==> src/rtl/cmp_scan_ctrl_pkg.sv <==
// Shared definitions for the cmp_scan_ctrl search controller:
// state encoding and default geometry.
package cmp_scan_ctrl_pkg;

  localparam int DEF_WIDTH = 8;
  localparam int DEF_DEPTH = 8;
  localparam int DEF_AW    = 3;

  localparam logic [1:0] ST_IDLE = 2'd0;
  localparam logic [1:0] ST_SCAN = 2'd1;
  localparam logic [1:0] ST_DONE = 2'd2;

  typedef enum logic [1:0] {
    S_IDLE = ST_IDLE,
    S_SCAN = ST_SCAN,
    S_DONE = ST_DONE
  } state_t;

endpackage

==> src/rtl/cmp_scan_ctrl_if.sv <==
// Host-side bus of cmp_scan_ctrl: table write port, search command and results.
//
// Handshake: there is no ready signal. A start pulse is accepted only while the
// controller is idle (busy=0 and done=0); otherwise it is dropped. Writes are
// likewise only accepted while idle. Results are valid in the done cycle and
// stay valid until the next accepted start.
interface cmp_scan_ctrl_if
  import cmp_scan_ctrl_pkg::*;
#(
  parameter int WIDTH = DEF_WIDTH,
  parameter int AW    = DEF_AW
);

  logic             wr_en;
  logic [AW-1:0]    wr_addr;
  logic [WIDTH-1:0] wr_data;
  logic             start;
  logic [WIDTH-1:0] key;
  logic             busy;
  logic             done;
  logic             found;
  logic [AW-1:0]    match_idx;
  logic [AW:0]      match_cnt;
  state_t           dbg_state;

  modport master (
    output wr_en, wr_addr, wr_data, start, key,
    input  busy, done, found, match_idx, match_cnt, dbg_state
  );

  modport slave (
    input  wr_en, wr_addr, wr_data, start, key,
    output busy, done, found, match_idx, match_cnt, dbg_state
  );

endinterface

==> src/rtl/cmp_scan_ctrl_key_match.sv <==
// WIDTH-bit equality comparator shared by every step of a table scan.
module cmp_scan_ctrl_key_match #(
  parameter int WIDTH = 8
) (
  input  logic [WIDTH-1:0] a,
  input  logic [WIDTH-1:0] b,
  output logic             eq
);

  assign eq = (a == b);

endmodule

==> src/rtl/cmp_scan_ctrl.sv <==
// Table search controller: walks a DEPTH-entry table one entry per cycle through
// a single comparator and reports hit/miss, lowest matching index and match count.
module cmp_scan_ctrl
  import cmp_scan_ctrl_pkg::*;
#(
  parameter int WIDTH = DEF_WIDTH,
  parameter int DEPTH = DEF_DEPTH,
  parameter int AW    = DEF_AW
) (
  input logic           clk,
  input logic           rst,
  cmp_scan_ctrl_if.slave bus
);

  localparam logic [AW-1:0] IDX_LAST = AW'(DEPTH - 1);
  localparam logic [AW-1:0] IDX_ONE  = AW'(1);
  localparam logic [AW:0]   CNT_ONE  = (AW + 1)'(1);

  state_t           state_q;
  logic [WIDTH-1:0] table_q [DEPTH];
  logic [WIDTH-1:0] key_q;
  logic [AW-1:0]    idx_q;
  logic             busy_q;
  logic             done_q;
  logic             found_q;
  logic [AW-1:0]    match_idx_q;
  logic [AW:0]      match_cnt_q;
  logic             hit;

  cmp_scan_ctrl_key_match #(
    .WIDTH(WIDTH)
  ) u_key_match (
    .a  (table_q[idx_q]),
    .b  (key_q),
    .eq (hit)
  );

  always_ff @(posedge clk or posedge rst) begin
    if (rst) begin
      state_q     <= S_IDLE;
      key_q       <= '0;
      idx_q       <= '0;
      busy_q      <= 1'b0;
      done_q      <= 1'b0;
      found_q     <= 1'b0;
      match_idx_q <= '0;
      match_cnt_q <= '0;
      for (int i = 0; i < DEPTH; i++) begin
        table_q[i] <= '0;
      end
    end else begin
      case (state_q)
        S_IDLE: begin
          // A write in the start cycle lands before the first compare, so the
          // search observes it.
          if (bus.wr_en) begin
            table_q[bus.wr_addr] <= bus.wr_data;
          end
          if (bus.start) begin
            key_q       <= bus.key;
            idx_q       <= '0;
            found_q     <= 1'b0;
            match_idx_q <= '0;
            match_cnt_q <= '0;
            busy_q      <= 1'b1;
            state_q     <= S_SCAN;
          end
        end
        S_SCAN: begin
          if (hit) begin
            match_cnt_q <= match_cnt_q + CNT_ONE;
            if (!found_q) begin
              found_q     <= 1'b1;
              match_idx_q <= idx_q;
            end
          end
          if (idx_q == IDX_LAST) begin
            busy_q  <= 1'b0;
            done_q  <= 1'b1;
            state_q <= S_DONE;
          end else begin
            idx_q <= idx_q + IDX_ONE;
          end
        end
        S_DONE: begin
          done_q  <= 1'b0;
          state_q <= S_IDLE;
        end
        default: begin
          busy_q  <= 1'b0;
          done_q  <= 1'b0;
          state_q <= S_IDLE;
        end
      endcase
    end
  end

  assign bus.busy      = busy_q;
  assign bus.done      = done_q;
  assign bus.found     = found_q;
  assign bus.match_idx = match_idx_q;
  assign bus.match_cnt = match_cnt_q;
  assign bus.dbg_state = state_q;

endmodule

==> src/flat_wrapper.sv <==
// flat-port wrapper written by rule: the top's interface ports become plain ports
module cmp_scan_ctrl_flat import cmp_scan_ctrl_pkg::*;
#(
  parameter int WIDTH = DEF_WIDTH,
  parameter int DEPTH = DEF_DEPTH,
  parameter int AW    = DEF_AW
)
  (clk, rst, bus_wr_en, bus_wr_addr, bus_wr_data, bus_start, bus_key, bus_busy, bus_done, bus_found, bus_match_idx, bus_match_cnt, bus_dbg_state);
  cmp_scan_ctrl_if #(.WIDTH(WIDTH), .AW(AW)) bus_i ();
  input logic clk;
  input logic rst;
  input wire logic [$bits(bus_i.wr_en)-1:0] bus_wr_en;
  input wire logic [$bits(bus_i.wr_addr)-1:0] bus_wr_addr;
  input wire logic [$bits(bus_i.wr_data)-1:0] bus_wr_data;
  input wire logic [$bits(bus_i.start)-1:0] bus_start;
  input wire logic [$bits(bus_i.key)-1:0] bus_key;
  output wire logic [$bits(bus_i.busy)-1:0] bus_busy;
  output wire logic [$bits(bus_i.done)-1:0] bus_done;
  output wire logic [$bits(bus_i.found)-1:0] bus_found;
  output wire logic [$bits(bus_i.match_idx)-1:0] bus_match_idx;
  output wire logic [$bits(bus_i.match_cnt)-1:0] bus_match_cnt;
  output wire logic [$bits(bus_i.dbg_state)-1:0] bus_dbg_state;
  assign bus_i.wr_en = bus_wr_en;
  assign bus_i.wr_addr = bus_wr_addr;
  assign bus_i.wr_data = bus_wr_data;
  assign bus_i.start = bus_start;
  assign bus_i.key = bus_key;
  assign bus_busy = bus_i.busy;
  assign bus_done = bus_i.done;
  assign bus_found = bus_i.found;
  assign bus_match_idx = bus_i.match_idx;
  assign bus_match_cnt = bus_i.match_cnt;
  assign bus_dbg_state = bus_i.dbg_state;
  cmp_scan_ctrl #(.WIDTH(WIDTH), .DEPTH(DEPTH), .AW(AW)) u_core (.clk(clk), .rst(rst), .bus(bus_i));
endmodule
==> config.mk <==
export PLATFORM = sky130hd
export DESIGN_NAME = cmp_scan_ctrl_flat
export DESIGN_NICKNAME = d
export VERILOG_FILES = /design/src/rtl/cmp_scan_ctrl_pkg.sv /design/src/rtl/cmp_scan_ctrl_if.sv /design/src/rtl/cmp_scan_ctrl_key_match.sv /design/src/rtl/cmp_scan_ctrl.sv /design/src/flat_wrapper.sv
export SDC_FILE = /design/constraint.sdc
export NUM_CORES = 1
export LEC_CHECK = 0
export CAP_MARGIN = 20
export CORE_UTILIZATION = 57
export CTS_CLUSTER_SIZE = 24
export DETAILED_ROUTE_END_ITERATION = 10
export PLACE_DENSITY = 0.75
export SLEW_MARGIN = 10
export SYNTH_ARGS = -nofsm -noshare
export SYNTH_HDL_FRONTEND = slang
export SYNTH_HIERARCHICAL = 1
export SYNTH_SLANG_ARGS = --single-unit
==> constraint.sdc <==
create_clock -name clk -period 3.3 [get_ports clk]
set_input_delay 0.66 -clock clk [delete_from_list [all_inputs] [get_ports clk]]
set_output_delay 0.66 -clock clk [all_outputs]
set_load 0.02 [all_outputs]
==> reports/results.tsv <==
metric	value	unit
Place WS	458.8	ps
overall power	4.303	mW
top_reg_cell synth	dfrtp_1	
RSZ-0062 raised after global routing	false	
Post-synth top cells	dfrtp_1 (87), mux2_2 (65), nand2_1 (38)	
Worst EP arrival	3180	ps
Hold WS	478.3	ps
f_max	0.3398	GHz
pwr/cell area	904.1	nW/um2
post-synth top area share	0.5434	
die extent in x	85.84	um
Synth Area in Simple Gates	0.07714	
Final Wtd Congestion	0.7447	
pin count of the biggest net entering global routing	37	
Async SR Flop Fraction	1.000	
Setup violations, final	0	
first-pass GRT wire length	13360	um
Core Region	6794	um2
worst slew margin relative to its limit	0.5670	
register area share after synthesis	0.5434	
largest family of logic cells by synthesized area	multiplexers	
share of layout cells above drive strength 1	0.3611	
Crit. End Element	flop	
hold buffers post-CTS	0	
CTS buffer count	9	
wire per inst	19.46	um
routed via count	2425	
clk_skew	8.669	ps
YS warnings	6	
GRT Overall Usage	0.2519	
HP Class	flop to flop	
VDD IR-drop max	0.4118	mV
Post-route DRC	0	
vias per inst	5.774	
initial antenna violation count	0	
critical-path maximum fanout	17	
post-route minimum period	2943	ps
top cells by area, synth	dfrtp_1 (54%), mux2_2 (18%), mux4_2 (9.0%), nand2_1 (3.6%), mux2_4 (3.0%)	
number of synthesized flops with an enable pin	0	
CTS tree	built	
die height	85.84	um
#FFs+latches synth	87	
Cell variety after synth	30	
FF-to-FF setup slack	360	ps
most common cell in the netlist	dfrtp_1	
type of origin of the critical path	flop	
I/O pin cnt	35	
Mapped Cells	279	
Starting Density	0.5897	
post-synthesis compound-gate area fraction	0.02436	
area leader, netlist	dfrtp_1	
post-cts sizing count	0	
Nets	345	
Clk pin slew, worst setup/hold paths	80	ps
Tcrit/Tclk final	0.8918	
Hold Vio Cnt, Final	0	
status	finished, final reports clean	
clock sink count	87	
Final WS setup	357.2	ps
filler instances	483	
Area growth syn-to-layout	18.80	%
post-route ant nets	0	
# port buffers	34	
H-tree Lvls	3	
crit path kind	flop to flop	
First-pass DRT Iterations	5	
Final Slew Violations	0	
setup TNS	0	ps
XOR/XNOR Fraction of Synth Area	0.01749	
initial DRC count	132	
Post-Synth Adder-Cell Area	0.009369	
Pleak	2.186	nW
clk root buf	clkbuf_8	
setup bufs post-CTS	0	
antenna cells	0	
mux share of post-synthesis cell area	0.3101	
Synthesized Nets	305	
cell area after synthesis	4006	um2
DP Wirelength	5368	um
WP data required	3540	ps
# rows	30	
final WL	8175	um
Worst-Margin Slew	648.7	ps
clock buffer depth	2	
grt ovf	0	
synthesized area per cell	14.36	um2
Clock Latency Late Sink	350	ps
die area	7368	um2
vias in the first global route	2529	
Max Cap Violations	0	
==> through the flow <==
stage                 util  instances  instance area (um2)
floorplan                -        279                 4006
global placement    0.6595        404                 4481
detailed placement  0.6595        404                 4481
CTS                 0.7006        420                 4760
global route        0.7006        420                 4760
finish              0.7006        420                 4760
==> sequential cells by signal (all words and copies together) (netlist names), 2 cells and up <==
name and count:
u_core/bus.dbg_state 2, u_core/idx_q 3, u_core/key_q 8, u_core/bus.match_cnt 4, u_core/table_q 64, u_core/bus.match_idx 3
==> critical path, stage by stage (launching register included) <==
cell      delay (ps)
dfrtp_1          480
buf_12           220
mux4_2           530
mux2_2           290
xnor2_1          190
nand4_1          160
nor2_1           210
nor4bb_1         410
nor2_1           140
a22o_1           200
==> layout make-up <==
cell class	count	area [um2]	share of cell area
Clock inverter	5	127.6	0.02681
Tap cell	96	120.1	0.02524
Inverter	2	8.758	0.001840
Timing Repair Buffer	41	417.9	0.08780
Clock buffer	11	151.4	0.03181
Sequential cell	87	2177	0.4574
Multi-Input combinational cell	178	1757	0.3691
==> logic make-up after synthesis <==
kind of cell,after synthesis
muxes,92
and+or+nand+nor,62
adders and majority gates,3
xor gates and xnor gates,8
AOI/OAI and AO/OA,13
DFF,87
buffers and inverters,14
==> cells in the final DEF (no fill, tap or decap), types with 7 or more instances in the layout <==
cell type and instances:
nor2_1 7, nand2_1 38, mux4_2 16, a22o_1 8, mux2_4 8, clkdlybuf4s50_1 34, xnor2_1 8, mux2_2 65
dfrtp_1 87, clkbuf_8 11
==> path summary, 6_finish.rpt <==
path                                               from                       to  depth (start not counted)
worst max-delay path                    u_core/idx_q[0]  u_core/bus.match_idx[0]                          9
max in group asynchronous                           rst       u_core/table_q[58]                          3
min in group asynchronous                           rst        u_core/table_q[3]                          2
worst min-delay path            u_core/bus.match_cnt[3]  u_core/bus.match_cnt[3]                          1
worst min register to register  u_core/bus.match_cnt[3]  u_core/bus.match_cnt[3]                          1
worst max register to register          u_core/idx_q[0]  u_core/bus.match_idx[0]                          9
==> layer usage <==
metal / global-route usage / routed length (um) / share of wire / vias to the layer above
li1: - / - / - / 1091
met1: 0.3428 / 3727 / 0.46 / 1235
met2: 0.4015 / 3856 / 0.47 / 81
met3: 0.03657 / 380 / 0.046 / 18
met4: 0.1258 / 210 / 0.026 / 0
met5: 0 / 0 / 0 / -
==> power by group <==
group / internal (mW) / total, mW / switching [mW]
logic: 0.940 / 1.51 / 0.569
clock network: 0.621 / 0.988 / 0.367
registers: 1.49 / 1.81 / 0.312
total: 3.05 / 4.30 / 1.25
(Power assumes the default switching activity.)
